**src/rtl/note_judge_if.sv**
```systemverilog
// note_judge_if: chart/button inputs and scoring outputs of the note judge.
// master = chart reader / button side, slave = note_judge.
interface note_judge_if;
    logic        clear;
    logic        note_tick;
    logic [7:0]  note;
    logic        note_valid;
    logic [3:0]  btn_n;
    logic [15:0] score;
    logic [7:0]  streak;
    logic [2:0]  multiplier;
    logic [3:0]  hit_pulse;
    logic [3:0]  miss_pulse;

    modport master (
        output clear, note_tick, note, note_valid, btn_n,
        input  score, streak, multiplier, hit_pulse, miss_pulse
    );

    modport slave (
        input  clear, note_tick, note, note_valid, btn_n,
        output score, streak, multiplier, hit_pulse, miss_pulse
    );
endinterface

```
**src/rtl/note_judge.sv**
```systemverilog
// note_judge: tracks chart notes per lane, judges button presses as hits or
// strays, flags unplayed notes as misses, and keeps score/streak/multiplier.
// Lane index: 3 = green, 2 = yellow, 1 = blue, 0 = orange.
// Optional build macro NOTE_JUDGE_STRAY_PENALTY_EN: a stray press breaks the
// streak and raises miss_pulse for its lane.
module note_judge #(
    parameter int LEAD_ROWS   = 8,
    parameter int HIT_WINDOW  = 3,
    parameter int HIT_POINTS  = 10,
    parameter int STREAK_STEP = 10,
    parameter int MAX_MULT    = 4
) (
    input logic         CLK,
    input logic         RESET_N,
    note_judge_if.slave bus
);
    localparam int D = LEAD_ROWS + HIT_WINDOW;

    logic [3:0]        sync1, sync2, sync3;
    logic [3:0]        press;
    logic [3:0][D-1:0] pipe, pipe_nxt;
    logic [3:0]        lane_hit, lane_miss, lane_bad;

    logic [15:0] score;
    logic [7:0]  streak;
    logic [2:0]  mult;
    logic [3:0]  hit_q, miss_q;

    logic [2:0]  hits;
    logic [7:0]  base;
    logic [17:0] score_sum, streak_sum;
    logic [15:0] score_nxt;
    logic [7:0]  streak_nxt;

    // Falling edge of the synchronized (active-low) button is a press
    assign press = sync3 & ~sync2;

    function automatic logic [2:0] mult_of(input logic [7:0] s);
        logic [8:0] m;
        m = 9'd1 + 9'(s / 8'(STREAK_STEP));
        return (m > 9'(MAX_MULT)) ? 3'(MAX_MULT) : m[2:0];
    endfunction

    for (genvar g = 0; g < 4; g++) begin : g_lane
        logic         found;
        logic [D-1:0] kept;

        // A press removes the oldest note in the strike zone (highest index)
        always_comb begin
            found = 1'b0;
            kept  = pipe[g];
            for (int i = D - 1; i >= LEAD_ROWS; i--) begin
                if (press[g] && !found && pipe[g][i]) begin
                    kept[i] = 1'b0;
                    found   = 1'b1;
                end
            end
        end

        // Shift is applied after the hit clear, so a hit note can never exit as a miss
        assign lane_hit[g]  = found;
        assign lane_miss[g] = bus.note_tick && kept[D-1];
        assign pipe_nxt[g]  = bus.note_tick
                            ? {kept[D-2:0], bus.note_valid && (bus.note[2*g+1 -: 2] != 2'b00)}
                            : kept;
`ifdef NOTE_JUDGE_STRAY_PENALTY_EN
        assign lane_bad[g] = lane_miss[g] | (press[g] & ~found);
`else
        assign lane_bad[g] = lane_miss[g];
`endif
    end

    // Any miss zeroes the streak before this cycle's hits are scored
    always_comb begin
        hits       = 3'(lane_hit[0]) + 3'(lane_hit[1]) + 3'(lane_hit[2]) + 3'(lane_hit[3]);
        base       = (|lane_bad) ? 8'd0 : streak;
        score_sum  = 18'(score) + 18'(hits) * 18'(HIT_POINTS) * 18'(mult_of(base));
        streak_sum = 18'(base) + 18'(hits);
        score_nxt  = (score_sum > 18'h0FFFF) ? 16'hFFFF : score_sum[15:0];
        streak_nxt = (streak_sum > 18'd255) ? 8'hFF : streak_sum[7:0];
    end

    // Synchronizers, lane pipes and registered outputs; clear behaves as reset
    always_ff @(posedge CLK or negedge RESET_N) begin
        if (!RESET_N) begin
            sync1  <= 4'hF;
            sync2  <= 4'hF;
            sync3  <= 4'hF;
            pipe   <= '0;
            score  <= 16'd0;
            streak <= 8'd0;
            mult   <= 3'd1;
            hit_q  <= 4'h0;
            miss_q <= 4'h0;
        end else if (bus.clear) begin
            sync1  <= 4'hF;
            sync2  <= 4'hF;
            sync3  <= 4'hF;
            pipe   <= '0;
            score  <= 16'd0;
            streak <= 8'd0;
            mult   <= 3'd1;
            hit_q  <= 4'h0;
            miss_q <= 4'h0;
        end else begin
            sync1  <= bus.btn_n;
            sync2  <= sync1;
            sync3  <= sync2;
            pipe   <= pipe_nxt;
            score  <= score_nxt;
            streak <= streak_nxt;
            mult   <= mult_of(streak_nxt);
            hit_q  <= lane_hit;
            miss_q <= lane_bad;
        end
    end

    assign bus.score      = score;
    assign bus.streak     = streak;
    assign bus.multiplier = mult;
    assign bus.hit_pulse  = hit_q;
    assign bus.miss_pulse = miss_q;
endmodule

```
**src/flat_wrapper.sv**
```systemverilog
// flat-port wrapper written by rule: the top's interface ports become plain ports
module note_judge_flat 
#(
    parameter int LEAD_ROWS   = 8,
    parameter int HIT_WINDOW  = 3,
    parameter int HIT_POINTS  = 10,
    parameter int STREAK_STEP = 10,
    parameter int MAX_MULT    = 4
)
  (CLK, RESET_N, bus_clear, bus_note_tick, bus_note, bus_note_valid, bus_btn_n, bus_score, bus_streak, bus_multiplier, bus_hit_pulse, bus_miss_pulse);
  note_judge_if bus_i ();
  input logic CLK;
  input logic RESET_N;
  input wire logic [$bits(bus_i.clear)-1:0] bus_clear;
  input wire logic [$bits(bus_i.note_tick)-1:0] bus_note_tick;
  input wire logic [$bits(bus_i.note)-1:0] bus_note;
  input wire logic [$bits(bus_i.note_valid)-1:0] bus_note_valid;
  input wire logic [$bits(bus_i.btn_n)-1:0] bus_btn_n;
  output wire logic [$bits(bus_i.score)-1:0] bus_score;
  output wire logic [$bits(bus_i.streak)-1:0] bus_streak;
  output wire logic [$bits(bus_i.multiplier)-1:0] bus_multiplier;
  output wire logic [$bits(bus_i.hit_pulse)-1:0] bus_hit_pulse;
  output wire logic [$bits(bus_i.miss_pulse)-1:0] bus_miss_pulse;
  assign bus_i.clear = bus_clear;
  assign bus_i.note_tick = bus_note_tick;
  assign bus_i.note = bus_note;
  assign bus_i.note_valid = bus_note_valid;
  assign bus_i.btn_n = bus_btn_n;
  assign bus_score = bus_i.score;
  assign bus_streak = bus_i.streak;
  assign bus_multiplier = bus_i.multiplier;
  assign bus_hit_pulse = bus_i.hit_pulse;
  assign bus_miss_pulse = bus_i.miss_pulse;
  note_judge #(.LEAD_ROWS(LEAD_ROWS), .HIT_WINDOW(HIT_WINDOW), .HIT_POINTS(HIT_POINTS), .STREAK_STEP(STREAK_STEP), .MAX_MULT(MAX_MULT)) u_core (.CLK(CLK), .RESET_N(RESET_N), .bus(bus_i));
endmodule
```
**config.mk**
```make
export PLATFORM = sky130hd
export DESIGN_NAME = note_judge_flat
export DESIGN_NICKNAME = d
export VERILOG_FILES = /design/src/rtl/note_judge_if.sv /design/src/rtl/note_judge.sv /design/src/flat_wrapper.sv
export SDC_FILE = /design/constraint.sdc
export NUM_CORES = 1
export LEC_CHECK = 0
export ABC_AREA = 1
export CAP_MARGIN = 25
export CORE_UTILIZATION = 60
export CTS_CLUSTER_DIAMETER = 60
export DETAILED_ROUTE_END_ITERATION = 10
export PLACE_DENSITY = 0.83
export SLEW_MARGIN = 20
export SYNTH_ARGS = -nofsm -noshare
export SYNTH_HDL_FRONTEND = slang
export SYNTH_SLANG_ARGS = --single-unit
```
**constraint.sdc**
```tcl
create_clock -name CLK -period 21.9 [get_ports CLK]
set_input_delay 2.19 -clock CLK [delete_from_list [all_inputs] [get_ports CLK]]
set_output_delay 2.19 -clock CLK [all_outputs]
set_load 0.005 [all_outputs]
```
* Word-level counts from Yosys, hierarchy flattened
Cells that the tools add are included.
Storage, ports and cells: output and inout bits 35, bits in registers 91, word-level logic and storage cells 117, bits of input ports 17
Cells by class: divide/modulo/power cells 2, $mul 2, magnitude comparators 4, bitwise gates (word level) 2, $add $sub $neg 7, multiplexer cells 42, reduce and logical (&&, ||, !) cells 42
Operators by type and width (number):
- 2-to-1 mux 11 bit | 4
- 2-to-1 mux 44 bit | 1
- 2-to-1 mux 16 bit | 2
- logical AND 1 bit | 28
- 2-to-1 mux 1 bit | 24
- 2-to-1 mux 8 bit | 3
- 2-to-1 mux 4 bit | 5
- adder 1 x 9 -> 9 bit, first input constant | 2
- divider 8 x 4 -> 9 bit, second input constant | 2
- greater-than comparator 18 x 16 -> 1 bit, second input constant | 1
- greater-than comparator 18 x 8 -> 1 bit, second input constant | 1
- greater-than comparator 9 x 3 -> 1 bit, second input constant | 2
- adder 16 x 10 -> 17 bit | 1
- nonzero test 2 bit | 5
- adder 8 x 3 -> 9 bit | 1
- multiplier 6 x 3 -> 9 bit | 1
- 2-to-1 mux 3 bit | 3
- logical NOT 1 bit | 8
- adder 3 x 1 -> 3 bit | 2
- multiplier 3 x 3 -> 6 bit, second input constant | 1
- AND 4 bit | 1
- inverter 4 bit | 1
- OR reduction 4 bit | 1
- adder 1 x 1 -> 2 bit | 1

* Depth between registers and ports, before layout
word-level depth 23, mapped depth 57, depth with buffers taken out 57

* Worst setup path after synthesis
No wires, ideal clock.
path type input-to-reg, from input port bus_note_tick, to register u_core.score[2] (netlist: u_core.bus.score[2]), stages on the path 50, library setup time 0.063 ns, data required time 21.837 ns, path slack 13.087 ns, path buffers 0, arrival 8.750 ns, path through nand3_1 nand2_1 inv_2 nand2_2 inv_4 nand2_4 inv_2 ha_1 inv_1 a21oi_1 inv_2 nand2_4 xor2_4 nand2_2 a21oi_4 nand2_2 nand2_1 nand2_2 [14 not listed] nand4_1 fa_1 inv_1 ha_1 fa_1 xor2_1 ha_1 inv_1 o31ai_1 a31oi_1 o31ai_1 and3_1 nand2_1 nor2_1 clkinv_1 nand2_1 nand2_1 inv_1
Between the ends: longest elaborated chain between the ends 12, elaborated cells between the ends (all ways) 15, those cells by class add/sub (2); mul (1); div (1); order compare (2); mux (4); reduce/logical (5)
Ends and longest elaborated chain:
- start: declaration | RTL line flat_wrapper.sv:15 | input wire logic [$bits(bus_i.note_tick)-1:0] bus_note_tick;
- logical AND 1 bit | RTL line note_judge.sv:62 | assign lane_miss[g] = bus.note_tick && kept[D-1];
- OR reduction 4 bit * | RTL line note_judge.sv:76 | base = (|lane_bad) ? 8'd0 : streak;
- 2-to-1 mux 8 bit * | RTL line note_judge.sv:76
- divider 8 x 4 -> 9 bit * | RTL line note_judge.sv:40 | m = 9'd1 + 9'(s / 8'(STREAK_STEP));
- adder 1 x 9 -> 9 bit * | RTL line note_judge.sv:40
- greater-than comparator 9 x 3 -> 1 bit | RTL line note_judge.sv:41 | return (m > 9'(MAX_MULT)) ? 3'(MAX_MULT) : m[2:0];
- 2-to-1 mux 3 bit * | RTL line note_judge.sv:41
- multiplier 6 x 3 -> 9 bit * | RTL line note_judge.sv:77 | score_sum = 18'(score) + 18'(hits) * 18'(HIT_POINTS) * 18'(mult_of(base));
- adder 16 x 10 -> 17 bit * | RTL line note_judge.sv:77
- greater-than comparator 18 x 16 -> 1 bit | RTL line note_judge.sv:79 | score_nxt = (score_sum > 18'h0FFFF) ? 16'hFFFF : score_sum[15:0];
- 2-to-1 mux 16 bit * | RTL line note_judge.sv:79
- 2-to-1 mux 16 bit * | RTL line note_judge.sv:95 | end else if (bus.clear) begin
- end signal: assignment | RTL line note_judge.sv:110 | score <= score_nxt;
- end: declaration | RTL line note_judge.sv:24 | logic [15:0] score;
Every way passes the cells marked *; elsewhere a longest branch is shown, timed or not. A chain may end at the register's enable or synchronous reset.

* Final worst setup path
from input port bus_note_tick, to register u_core.score[13] (netlist: u_core.bus.score[13])
The elaborated chain is that of the path after synthesis.

==> flow_summary_export.csv <==
group,metric,value,unit
run_status,status,"complete, no violations",
setup_path,path_max_fanout,9,
timing,fin_skew,13.2,ps
timing,tightest_slew,769,ps
routing,postRouteAntennaNets,0,
pwr,power_density,44.7,nW/um^2
die,coreArea,8890,sq um
yosys,yosysWarnings,0,
global_routing,top_usage_layer,"met2",
yosys,netlist_area,5590,sq um
cts,clock_latency,360,ps
setup_path,crit_path_end_kind,"flop",
setup_path,crit_end,"u_core.bus.score[13]$_DFF_PN0_",
cells_and_area,most-common-layout-cells,"inv_1 (105), nand2_1 (94), dfrtp_1 (78), nor2_1 (56), clkdlybuf4s50_1 (50)",
cells_and_area,synthToLayoutAreaGrowth,14.4,%
routing,wl,11.5,mm
setup_path,slowest_delay,530,ps
hold_path,hold_class,"reg2reg",
setup_path,reg2reg_from,"u_core.sync3[0]$_DFF_PN1_",
global_routing,globalRouteMet2Util,44.3,%
die,fp-row-count,34,
cts,htreeDepth,3,
routing,dr.pass1.iters,5,
timing,setup_tns,0,ps
setup_path,rrSetupSlack,13520,ps
cts,postCtsSetupBuffers,0,
yosys,netlist_instances,668,
yosys,async_flop_share,100,%
routing,wl_per_cell,13.8,um
timing,hold-worst-slack,454,ps
placed_design,preCtsSetupSlack,11420,ps
placed_design,hpwl,8.79,mm
cts,cts-hold-fix-buffers,0,
cts,numClockSinks,91,
hold_path,holdPathStages,2,
placed_design,portBuffers,51,
global_routing,grt_pass1_vias,4626,
yosys,synth_edf_count,0,
die,dieWidth,98.6,um
timing,final_max_slew_viol_count,0,
pwr,power.leakage,3.25,nW
global_routing,grt_max_degree,64,
yosys,postSynthAreaPerCell,8.37,sq um
cts,clk_path_buf_depth,2,
routing,vias,4659,
routing,drtIter0Drc,259,
timing,min_period_over_period,46.4,%
global_routing,grt_use_total,25.3,%
setup_path,critPathBufInv,10,
cells_and_area,layout_commonest_cell,"inv_1",
setup_path,critical_path_required,22180,ps
timing,grt_setup_unrepaired,"no",
global_routing,use_met1,33.5,%
timing,setup_viol,0,
global_routing,antenna_found_initial,0,
timing,final_hold_viol_count,0,
die,die_area,9710,sq um
hold_path,min_from,"u_core.sync2[3]$_DFF_PN1_",
cts,cts_root_buf,"clkbuf_8",
setup_path,crit_arrival,10450,ps
setup_path,startpoint,"bus_note_tick",
placed_design,gp_congestion,0.875,
timing,fmax,98.4,MHz
timing,min_period,10170,ps
die,start_util,62.9,%
pwr,ir_drop,60.1,uV
cts,clk_pin_slew,90,ps
die,io_pins,52,
global_routing,grt_pass1_wl,20.1,mm
cells_and_area,drive_gt1_share,14.1,%
setup_path,r2r_cells,49,
yosys,netlist-cell-type-count,43,
setup_path,start_kind,"primary input",
cts,numCtsBuffers,9,
job,drv_cap,0,
setup_path,path_depth,49,
timing,fin_ws,11730,ps
cells_and_area,layout.nets,776,
setup_path,cp_top_family,"simple AND/OR/NAND/NOR gates",
global_routing,grt_use_met3,3.12,%
cells_and_area,post-route-util,72.0,%
yosys,syn-num-nets,724,
routing,via_per_inst,5.59,
setup_path,cp_common_cell,"nand2_2",
cells_and_area,diodes,0,
yosys,yosysSeqAreaShare,41.0,%
timing,slew_headroom,48.7,%
setup_path,crit_type,"in2reg",
cts,cts_tree,"yes",
setup_path,timing.rr.end,"u_core.bus.score[13]$_DFF_PN0_",
global_routing,grt_overflow,0,
setup_path,cp_slowest_cell,"clkdlybuf4s50_1",
die,chipHeight,98.6,um
yosys,ys.flop_type,"dfrtp_1",
yosys,ys_ff_latch,91,
cts,cts_resized,0,
routing,post-route-drc-count,0,
pwr,p_total,0.286,mW
power breakdown:
part,total [mW],switching [mW],leakage [nW],internal (mW)
logic,0.0140,0.00909,1.94,0.00488
registers,0.171,0.000430,1.22,0.170
clock network,0.101,0.0590,0.0890,0.0425
total,0.286,0.0685,3.25,0.218
registers in the layout (all words and copies together) (netlist names):
signal and flops:
u_core.g_lane.kept 32, u_core.bus.score 16, u_core.bus.streak 8, u_core.bus.miss_pulse 4, u_core.pipe 12, u_core.sync3 4
u_core.sync1 4, u_core.bus.hit_pulse 4, u_core.sync2 4, u_core.bus.multiplier 3
tightest hold or removal path, delay by kind of cell (launching register included):
| family | cells | cell delay (ps) |
|---|---|---|
| flops | 1 | 370 |
| buf+inv | 1 | 50 |
| simple gates | 1 | 40 |
per-stage QoR:
stage          cell area [sq um]  instances
5_1_grt                     6400        833
3_3_place_gp                6200        816
3_5_place_dp                6220        817
6_report                    6400        833
2_1_floorplan               5590        668
4_1_cts                     6400        833
synth_stat cells (all sizes together), types with 7 or more instances:
cell type,instances,share of area [%]
clkbuf,12,0.81
nand2,120,9.8
nand3,41,5.1
o22ai,44,4.9
or2,9,1.0
o21ai,23,2.1
o31ai,7,0.94
dfstp,13,6.1
nor2,59,4.1
a21oi,28,2.7
fa,8,2.9
nor3,11,0.98
xor2,14,2.5
dfrtp,78,35
ha,31,6.9
xnor2,9,1.4
nand4,16,1.8
inv,122,8.2
cell families (layout without fill, tap and decap cells):
group,Yosys count,count (layout),synth area share (%)
AOI/OAI and AO/OA,114,114,12.2
buffers and inverters,139,196,9.57
adders and majority gates,39,39,9.80
and+or+nand+nor,262,262,23.5
xor gates and xnor gates,23,23,3.94
DFF,91,91,41.0
how the worst min path moves through the flow:
stage	endpoint	slack, ps
final	u_core.sync3[3]$_DFF_PN1_	450
after CTS	u_core.sync3[3]$_DFF_PN1_	460
after global placement	u_core.sync3[3]$_DFF_PN1_	450
after global routing	u_core.sync3[2]$_DFF_PN1_	490
after floorplan	u_core.sync3[2]$_DFF_PN1_	440
after detailed placement	u_core.sync3[3]$_DFF_PN1_	450
routing by layer:
| metal | part of all wire [%] | up-vias |
|---|---|---|
| met5 | 0 | - |
| met4 | 1.5 | 0 |
| met3 | 3.6 | 18 |
| met2 | 50 | 117 |
| met1 | 44 | 2238 |
| li1 | - | 2286 |
final cells by class:
class | count | area [sq um]
clock inverter | 6 | 46.3
clock buffer | 10 | 128
sequential | 91 | 2290
fill | 666 | 2490
multi-input combinational | 438 | 2770
inverter | 125 | 472
tap | 108 | 135
timing repair buffer | 55 | 558
Power figures use the tool's default switching activity.
